## src/rtl/tile_shift_sequencer_pkg.sv

```systemverilog
// Shared definitions for the tile shift sequencer.
//   fetch_state_e : fetch FSM states (IDLE, FETCH, READY)
//   SH_LOAD       : shifter phase value that means "load"
//   SH_PRE_LOAD   : phase immediately before a load
//   DEF_ADDR_W / DEF_STRIDE : default ROM address width and per-tile stride
package tile_shift_sequencer_pkg;

  typedef enum logic [1:0] {
    IDLE  = 2'd0,
    FETCH = 2'd1,
    READY = 2'd2
  } fetch_state_e;

  localparam logic [2:0] SH_LOAD     = 3'b111;
  localparam logic [2:0] SH_PRE_LOAD = SH_LOAD - 3'd1;

  localparam int DEF_ADDR_W = 20;
  localparam int DEF_STRIDE = 4;

endpackage

```

## src/rtl/tile_shift_sequencer_fetch_fsm.sv

```systemverilog
// tile_fetch_fsm: ROM fetch state machine plus the one-tile staging buffer.
//
// Optional feature macro: TILE_SHIFT_FLIP_EN -- when defined, the hflip
// request is captured alongside each fetched tile; otherwise it is dropped
// and the staged flip bit is always 0.
//
// Ports:
//   clock, rst_n     : clock, internally synchronised active-low reset
//   line_start       : restart fetching at line_addr (wins over everything)
//   line_addr        : first tile address of the new line
//   hflip            : flip request captured with the acknowledged tile
//   rom_ack/rom_data : one-cycle ROM acknowledge with its data
//   load_evt         : shifter phase is moving 6->7 this cycle
//   rom_req/rom_addr : ROM request and its (stable) address
//   fetching         : FSM is in FETCH (a load now would underrun)
//   stage_vld        : staging buffer holds a tile (READY)
//   stage_data/flip  : staged tile bytes and flip bit
module tile_fetch_fsm
  import tile_shift_sequencer_pkg::*;
#(
  parameter int ADDR_W = DEF_ADDR_W,
  parameter int STRIDE = DEF_STRIDE
) (
  input  logic              clock,
  input  logic              rst_n,
  input  logic              line_start,
  input  logic [ADDR_W-1:0] line_addr,
  input  logic              hflip,
  input  logic              rom_ack,
  input  logic [31:0]       rom_data,
  input  logic              load_evt,
  output logic              rom_req,
  output logic [ADDR_W-1:0] rom_addr,
  output logic              fetching,
  output logic              stage_vld,
  output logic [31:0]       stage_data,
  output logic              stage_flip
);

`ifdef TILE_SHIFT_FLIP_EN
  localparam logic FLIP_ON = 1'b1;
`else
  localparam logic FLIP_ON = 1'b0;
`endif

  fetch_state_e      state, state_nxt;
  logic [ADDR_W-1:0] addr, addr_nxt;
  // One-cycle gap after line_start: rom_req is held low so the ROM can see
  // the old request withdrawn before the new address is presented.
  logic              restart_gap, restart_gap_nxt;
  logic              ack_take;
  logic [31:0]       stage_data_p0;
  logic              stage_flip_p0;

  assign rom_req  = (state == FETCH) && !restart_gap;
  assign ack_take = rom_req && rom_ack && !line_start;

  always_ff @(posedge clock or negedge rst_n) begin
    if (!rst_n) begin
      state       <= IDLE;
      addr        <= '0;
      restart_gap <= 1'b0;
    end else begin
      state       <= state_nxt;
      addr        <= addr_nxt;
      restart_gap <= restart_gap_nxt;
    end
  end

  always_comb begin
    state_nxt       = state;
    addr_nxt        = addr;
    restart_gap_nxt = 1'b0;
    if (line_start) begin
      state_nxt       = FETCH;
      addr_nxt        = line_addr;
      restart_gap_nxt = 1'b1;
    end else begin
      case (state)
        IDLE:  state_nxt = IDLE;
        FETCH: begin
          if (ack_take) begin
            state_nxt = READY;
            addr_nxt  = addr + ADDR_W'(STRIDE);
          end
        end
        READY: begin
          if (load_evt) state_nxt = FETCH;
        end
        default: state_nxt = IDLE;
      endcase
    end
  end

  // ---- stage p0: tile staging (data path, no reset) ----
  always_ff @(posedge clock) begin
    if (ack_take) begin
      stage_data_p0 <= rom_data;
      stage_flip_p0 <= hflip & FLIP_ON;
    end
  end

  assign rom_addr   = addr;
  assign fetching   = (state == FETCH);
  assign stage_vld  = (state == READY);
  assign stage_data = stage_data_p0;
  assign stage_flip = stage_flip_p0;

endmodule

```

## src/rtl/tile_shift_sequencer.sv

```systemverilog
// tile_shift_sequencer: drives a tile bitplane shifter. A 3-bit phase counter
// (sh) steps once per pixel; on each 6->7 step the staged tile is handed to
// the shifter, or zeros plus an underrun pulse if the fetch has not landed.
//
// Optional feature macro: TILE_SHIFT_FLIP_EN (see tile_fetch_fsm) makes
// flip_sel follow the per-tile hflip; without it flip_sel is always 0.
//
// Ports:
//   clock, reset_n     : system clock, asynchronous active-low reset
//   ce_pix             : pixel enable, one phase step per asserted cycle
//   line_start         : start a new line at line_addr
//   line_addr          : first tile address of the line
//   hflip              : horizontal flip request for the tile being fetched
//   rom_req, rom_addr  : ROM fetch request / address (held until rom_ack)
//   rom_ack, rom_data  : ROM acknowledge and data (byte_1 = [7:0])
//   sh                 : shifter phase, 3'b111 = load
//   byte_1..byte_4     : shifter load bytes
//   flip_sel           : use reversed shifter outputs for this tile
//   underrun           : one-cycle pulse when a load found no data
module tile_shift_sequencer
  import tile_shift_sequencer_pkg::*;
#(
  parameter int ADDR_W = DEF_ADDR_W,
  parameter int STRIDE = DEF_STRIDE
) (
  input  logic              clock,
  input  logic              reset_n,
  input  logic              ce_pix,
  input  logic              line_start,
  input  logic [ADDR_W-1:0] line_addr,
  input  logic              hflip,
  output logic              rom_req,
  output logic [ADDR_W-1:0] rom_addr,
  input  logic              rom_ack,
  input  logic [31:0]       rom_data,
  output logic [2:0]        sh,
  output logic [7:0]        byte_1,
  output logic [7:0]        byte_2,
  output logic [7:0]        byte_3,
  output logic [7:0]        byte_4,
  output logic              flip_sel,
  output logic              underrun
);

  // Reset asserts asynchronously but is released only on a clock edge.
  logic rst_meta, rst_sync_n;

  always_ff @(posedge clock or negedge reset_n) begin
    if (!reset_n) begin
      rst_meta   <= 1'b0;
      rst_sync_n <= 1'b0;
    end else begin
      rst_meta   <= 1'b1;
      rst_sync_n <= rst_meta;
    end
  end

  logic [2:0]  phase;
  logic        load_evt;
  logic        fetching;
  logic        stage_vld;
  logic [31:0] stage_data;
  logic        stage_flip;
  logic [31:0] load_data_p1;
  logic        load_flip_p1;
  logic        underrun_p1;

  // line_start forces the phase, so it also suppresses a coincident load.
  assign load_evt = ce_pix && !line_start && (phase == SH_PRE_LOAD);

  always_ff @(posedge clock or negedge rst_sync_n) begin
    if (!rst_sync_n) begin
      phase <= 3'd0;
    end else if (line_start) begin
      phase <= SH_LOAD;
    end else if (ce_pix) begin
      phase <= phase + 3'd1;
    end
  end

  tile_fetch_fsm #(
    .ADDR_W (ADDR_W),
    .STRIDE (STRIDE)
  ) u_fetch (
    .clock      (clock),
    .rst_n      (rst_sync_n),
    .line_start (line_start),
    .line_addr  (line_addr),
    .hflip      (hflip),
    .rom_ack    (rom_ack),
    .rom_data   (rom_data),
    .load_evt   (load_evt),
    .rom_req    (rom_req),
    .rom_addr   (rom_addr),
    .fetching   (fetching),
    .stage_vld  (stage_vld),
    .stage_data (stage_data),
    .stage_flip (stage_flip)
  );

  // ---- stage p1: shifter load registers ----
  // Only written on the 6->7 step, so they hold steady throughout sh=7.
  always_ff @(posedge clock or negedge rst_sync_n) begin
    if (!rst_sync_n) begin
      load_data_p1 <= '0;
      load_flip_p1 <= 1'b0;
      underrun_p1  <= 1'b0;
    end else begin
      underrun_p1 <= 1'b0;
      if (load_evt) begin
        if (stage_vld) begin
          load_data_p1 <= stage_data;
          load_flip_p1 <= stage_flip;
        end else if (fetching) begin
          load_data_p1 <= '0;
          load_flip_p1 <= 1'b0;
          underrun_p1  <= 1'b1;
        end
      end
    end
  end

  assign sh       = phase;
  assign byte_1   = load_data_p1[7:0];
  assign byte_2   = load_data_p1[15:8];
  assign byte_3   = load_data_p1[23:16];
  assign byte_4   = load_data_p1[31:24];
  assign flip_sel = load_flip_p1;
  assign underrun = underrun_p1;

endmodule

```

## config.mk

```make
export PLATFORM = sky130hd
export DESIGN_NAME = tile_shift_sequencer
export DESIGN_NICKNAME = d
export VERILOG_FILES = /design/src/rtl/tile_shift_sequencer_pkg.sv /design/src/rtl/tile_shift_sequencer_fetch_fsm.sv /design/src/rtl/tile_shift_sequencer.sv
export SDC_FILE = /design/constraint.sdc
export NUM_CORES = 1
export LEC_CHECK = 0
export ABC_AREA = 1
export BUFFER_PORTS_ARGS = -buffer_cell sky130_fd_sc_hd__buf_4
export CAP_MARGIN = 0
export CELL_PAD_IN_SITES_DETAIL_PLACEMENT = 0
export CELL_PAD_IN_SITES_GLOBAL_PLACEMENT = 2
export CORE_ASPECT_RATIO = 0.75
export CORE_UTILIZATION = 33
export CTS_CLUSTER_SIZE = 25
export DETAILED_ROUTE_END_ITERATION = 16
export PLACE_DENSITY = 0.9
export SLEW_MARGIN = 30
export SYNTH_ARGS = -nofsm -noshare
export SYNTH_HDL_FRONTEND = slang
export SYNTH_SLANG_ARGS = --single-unit
export TNS_END_PERCENT = 10
```

## constraint.sdc

```tcl
create_clock -name clock -period 4.87 [get_ports clock]
set_clock_uncertainty 0.2 [all_clocks]
set_input_delay 0.2435 -clock clock [delete_from_list [all_inputs] [get_ports clock]]
set_output_delay 0.2435 -clock clock [all_outputs]
set_load 0.005 [all_outputs]
```

Word-level counts from Yosys, hierarchy flattened:

Index checks and enable logic that the tools add are counted.

* $add $sub $neg: 2
* equal/unequal tests: 5
* mux-type cells: 17
* reduce and logical (&&, ||, !) cells: 14

Operator list (count)
* 2-to-1 mux 32 bit: 2
* 2-to-1 mux 20 bit: 3
* adder 20 x 3 -> 20 bit (second input constant): 1
* nonzero test 2 bit: 4
* 2-to-1 mux 1 bit: 6
* 2-to-1 mux 2 bit: 3
* 2-to-1 mux 3 bit: 2
* AND reduction 2 bit: 3
* logical AND 1 bit: 5
* one-hot mux 2 bit (2 select lines): 1
* adder 3 x 1 -> 3 bit (second input constant): 1
* == test 3 bit (second input constant): 1
* inequality test 3 x 2 -> 1 bit (second input constant): 1
* inequality test 3 bit (second input constant): 1
* == test 2 x 1 -> 1 bit (second input constant): 1
* == test 2 bit (second input constant): 1
* zero test 1 bit: 2

* register bits: 94
* input bits: 58
* output and inout bits: 58
* logic and storage cells: 48

Logic depth before layout (Yosys ltp):

* word-level depth: 7
* mapped depth: 9

By module:

From an unflattened synthesis, not the netlist that was laid out.

* cell total of the unflattened synthesis: 424
* area, all modules: 4159.0 µm²

Modules (own cells, without submodules)
* tile_fetch_fsm: times used 1, cells an instance 251, area an instance 2508.7 µm², seq. area each 1536.5 µm²
* tile_shift_sequencer: times used 1, cells an instance 173, area an instance 1650.3 µm², seq. area each 975.9 µm²

Worst setup path before layout:

OpenSTA, ideal clock, no wires.

* path kind: reg-to-reg
* from: register u_fetch.state[1]
* to: register u_fetch.stage_data_p0[0] (netlist: u_fetch.stage_data[0]) (enable)
* library setup time: 348 ps
* arrival: 1252 ps
* setup slack: 3071 ps
* cell stages (with the launch flop): 6
* cells stage by stage: dfrtp_1 inv_1 ha_1 nand3b_1 nor2_1 buf_4

* word-level cells in the longest chain between the ends: 4

RTL lines
* from (decl): line tile_shift_sequencer_fetch_fsm.sv:46 `fetch_state_e state, state_nxt;`
* from (signal assigned): line tile_shift_sequencer_fetch_fsm.sv:64 `state <= state_nxt;`
* == test 2 x 1 -> 1 bit: line tile_shift_sequencer_fetch_fsm.sv:55 `assign rom_req = (state == FETCH) && !restart_gap;`
* logical AND 1 bit: line tile_shift_sequencer_fetch_fsm.sv:55
* logical AND 1 bit (2 in series): line tile_shift_sequencer_fetch_fsm.sv:56 `assign ack_take = rom_req && rom_ack && !line_start;`
* via u_fetch.ack_take: line tile_shift_sequencer_fetch_fsm.sv:51 `logic ack_take;`
* to (signal assigned): line tile_shift_sequencer_fetch_fsm.sv:98 `stage_data_p0 <= rom_data;`
* to (decl): line tile_shift_sequencer_fetch_fsm.sv:52 `logic [31:0] stage_data_p0;`

The timed path passes the listed nets, and every way through them passes these cells.
A chain may end at the register's enable or synchronous reset.

Final worst setup path:

* from: register u_fetch.state[1]
* to: register u_fetch.state[1]

* word-level cells in the longest chain between the ends: 6

RTL lines (line)
* == test 2 x 1 -> 1 bit: tile_shift_sequencer_fetch_fsm.sv:55, tile_shift_sequencer_fetch_fsm.sv:79
* logical AND 1 bit: tile_shift_sequencer_fetch_fsm.sv:55
* logical AND 1 bit (2 in series): tile_shift_sequencer_fetch_fsm.sv:56
* inequality test 3 x 2 -> 1 bit (no source line)
* AND reduction 2 bit (no source line)

Several ways; a longest one is shown, not always the timed one.

==> metrics.txt <==
Clock Power Share=29.4%; post-layout util=around half; setup TNS=0 ns; crit path max fanout=23; worst path buffer plus inverter count=2; total CTS buffers=9; delay-heaviest family, CP=simple AND/OR/NAND/NOR gates; Least-Margin Pin Slew=0.779 ns; gp weighted congestion=0.795; hpwl dp=6780 um; Power, Total=2.45 mW; multi-input logic area=1320 sq um; worst hold slack=0.00866 ns; grt peak-use layer=met2; Syn Area/Cell=9.76 sq um; Sw Share=31.6%; GR Util met1=23.8%; synthesized area=approximately 4000 sq um; Root Driver=clkbuf_16; area leader, netlist=dfrtp_1; Clock transition at path regs=0.07 ns; ANT cells=0; FF+latch area=roughly 2500 sq um; DRC Markers=0; port buffer count=113; NetSw=around 770 uW; CTS tree=built; Synth Instances=413; clock sink total=93; status=finished clean; area post-placement=5000 sq um; worst-path cell chain=inv_1, ha_1, nand3b_1, nor2_4, buf_4, o21ai_1, nand2_1, o21ai_0; Tmin final=2.45 ns; antenna violations before repair=0; Vias=3337; Worst Setup End Kind=register; YS warnings=0; H-tree levels=3; RSZ-0062 raised after global routing=false; Worst EP required=4.88 ns; number of synthesized flops with an enable pin=32; Hold Vio Cnt, Final=0; CP max stage delay=0.56 ns; met3 Track Usage GR=4.07%; layout cell share with drive strength beyond 1=between 20 and 25%; Leak Pwr=2.77 nW; fill cell count=1116; max frequency=about 0.41 GHz; count leader, synth=nand2_1; first-pass GRT wire length=16600 um; grt met2 use=a little over a quarter; asr flop ratio synth=65.6%; WL final=roughly 10000 um; post-synthesis sequential area ratio=61.7%; combinational fraction of design power=27.0%; full die area=12700 sq um; Die Ht=a little under 100 um; Synthesized Nets=between 400 and 500; power density over the cells=423 nW/um^2; post-route ant nets=0; part of the power in registers=43.6%; max-slew violations=0; fin crit share=about 50%; Final setup viols=0; Arr. time, crit path=2.47 ns; area grow syn2layout=43.5%; crit path launch type=register; maximum VDD drop=0.230 mV; GRT Total Usage=17.1%; Initial Utilization=around 34%; WL/cell=approximately 14 um; Synth cell types=29; number of I/O pins=~120; CP Class=reg -> reg; # nets final=approximately 630; postcts setup bufs=0; Synth area leaders=dfrtp_1 (38%), edfxtp_1 (24%), nand2_1 (10%); max-cap violations=0; Synth top area share=37.9%; CP max stage cell=nor2_4; clock latency on the worst-skew pair=0.34 ns; worst-case clock buffer depth=2; commonest register cell after synthesis=dfrtp_1; largest net degree at the start of global routing=60; synthesized flop and latch total=93; Post-Layout Inst Area=5780 sq um; Overflow after GRT=0; number of global-route vias before repair=3220; core area=11700 sq um; Pre-antenna DRT Iters=4; Row Count=34; Die Wd=130 um; 1st-iter DRT viols=156; Rel. slew slack=approximately half; Hold Path Class=in -> async; Int Pwr=1.67 mW; Via density=4.53; most frequent cells after synthesis=nand2_1 (111), dfrtp_1 (61), nand3_1 (49), o21ai_0 (49), edfxtp_1 (32)
-- routing by layer --
layer | part of all wire [%] | routed length [um] | vias up
met5 | 0 | 0 | -
met4 | 1.2 | 125 | 0
met3 | 4.0 | 412 | 10
met2 | 47 | 4790 | 91
met1 | 48 | 4910 | 1565
li1 | - | - | 1671
-- cell usage in the layout (no fill, tap or decap), types with 2 or more instances in the layout --
cell and n:
a21oi_1 3, buf_4 116, clkbuf_16 9, clkinv_2 2, conb_1 2, dfrtp_1 60
dlygate4sd3_1 48, edfxtp_1 32, ha_1 4, inv_1 30, inv_6 2, inv_8 2
nand2_1 111, nand3_1 49, nand4_1 2, nor2_1 23, nor2_4 3, o211ai_1 3
o21ai_0 49, o21ai_1 2, o21bai_1 5, xor2_1 6
-- kinds of logic after synthesis --
| family | count (synthesis) | share of synthesized area, % |
|---|---|---|
| buffers and inverters | 50 | 5.81 |
| and+or+nand+nor | 194 | 21.1 |
| other | 2 | 0.186 |
| xor gates and xnor gates | 6 | 1.30 |
| adders and majority gates | 5 | 1.55 |
| AOI/OAI and AO/OA | 63 | 8.35 |
| DFF | 93 | 61.7 |
-- power by group through the flow --
| stage | Combinational (mW) | Sequential [mW] | Clock (mW) |
|---|---|---|---|
| floorplan | 0.300 | 1.07 | 0 |
| global placement | 0.627 | 1.07 | 0 |
| detailed placement | 0.644 | 1.08 | 0 |
| CTS | 0.675 | 1.07 | 0.738 |
| global route | 0.739 | 1.09 | 0.772 |
| finish | 0.661 | 1.07 | 0.719 |
-- repair_timing --
action,4_1_cts,5_1_grt
endpoints found under the hold margin,49,0
resized for setup,0,0
hold buffers,48,0
-- registers in the layout, summed over array words and instances (netlist names) --
signal,count
load_data_p1,32
rst_meta,1
rst_sync_n,1
sh,3
u_fetch.restart_gap,1
u_fetch.rom_addr,20
u_fetch.stage_data,32
u_fetch.state,2
underrun,1
-- final timing paths --
path	slack, ns	to	from	cells after the start
max in group asynchronous	3.72	load_data_p1[1]$_DFFE_PN0P_	rst_sync_n$_DFF_PN0_	1
max	2.42	u_fetch.state[1]$_DFFE_PN0P_	u_fetch.state[1]$_DFFE_PN0P_	8
max reg2reg	2.42	u_fetch.state[1]$_DFFE_PN0P_	u_fetch.state[1]$_DFFE_PN0P_	8
min in group clock	0.01	u_fetch.rom_addr[8]$_DFFE_PN0P_	line_addr[8]	4
min reg2reg	0.16	rst_sync_n$_DFF_PN0_	rst_meta$_DFF_PN0_	0
min	0.009	rst_meta$_DFF_PN0_	reset_n	2
-- through the flow --
| stage | worst slack [ns] | instances |
|---|---|---|
| 3_3_place_gp | 2.47 | 672 |
| 3_5_place_dp | 2.39 | 672 |
| 5_1_grt | 2.09 | 736 |
| 6_report | 2.42 | 736 |
| 4_1_cts | 2.37 | 736 |
| 2_1_floorplan | 2.85 | 413 |
-- layout make-up --
| type | instances | share of cell area [%] |
|---|---|---|
| Clock buffer | 9 | 3.89 |
| Clock inverter | 7 | 1.38 |
| Inverter | 31 | 2.01 |
| Multi-Input combinational cell | 270 | 22.8 |
| Sequential cell | 93 | 43.0 |
| Tap cell | 162 | 3.50 |
| Timing Repair Buffer | 164 | 23.4 |
No activity file was read; power rests on OpenSTA's default activity.
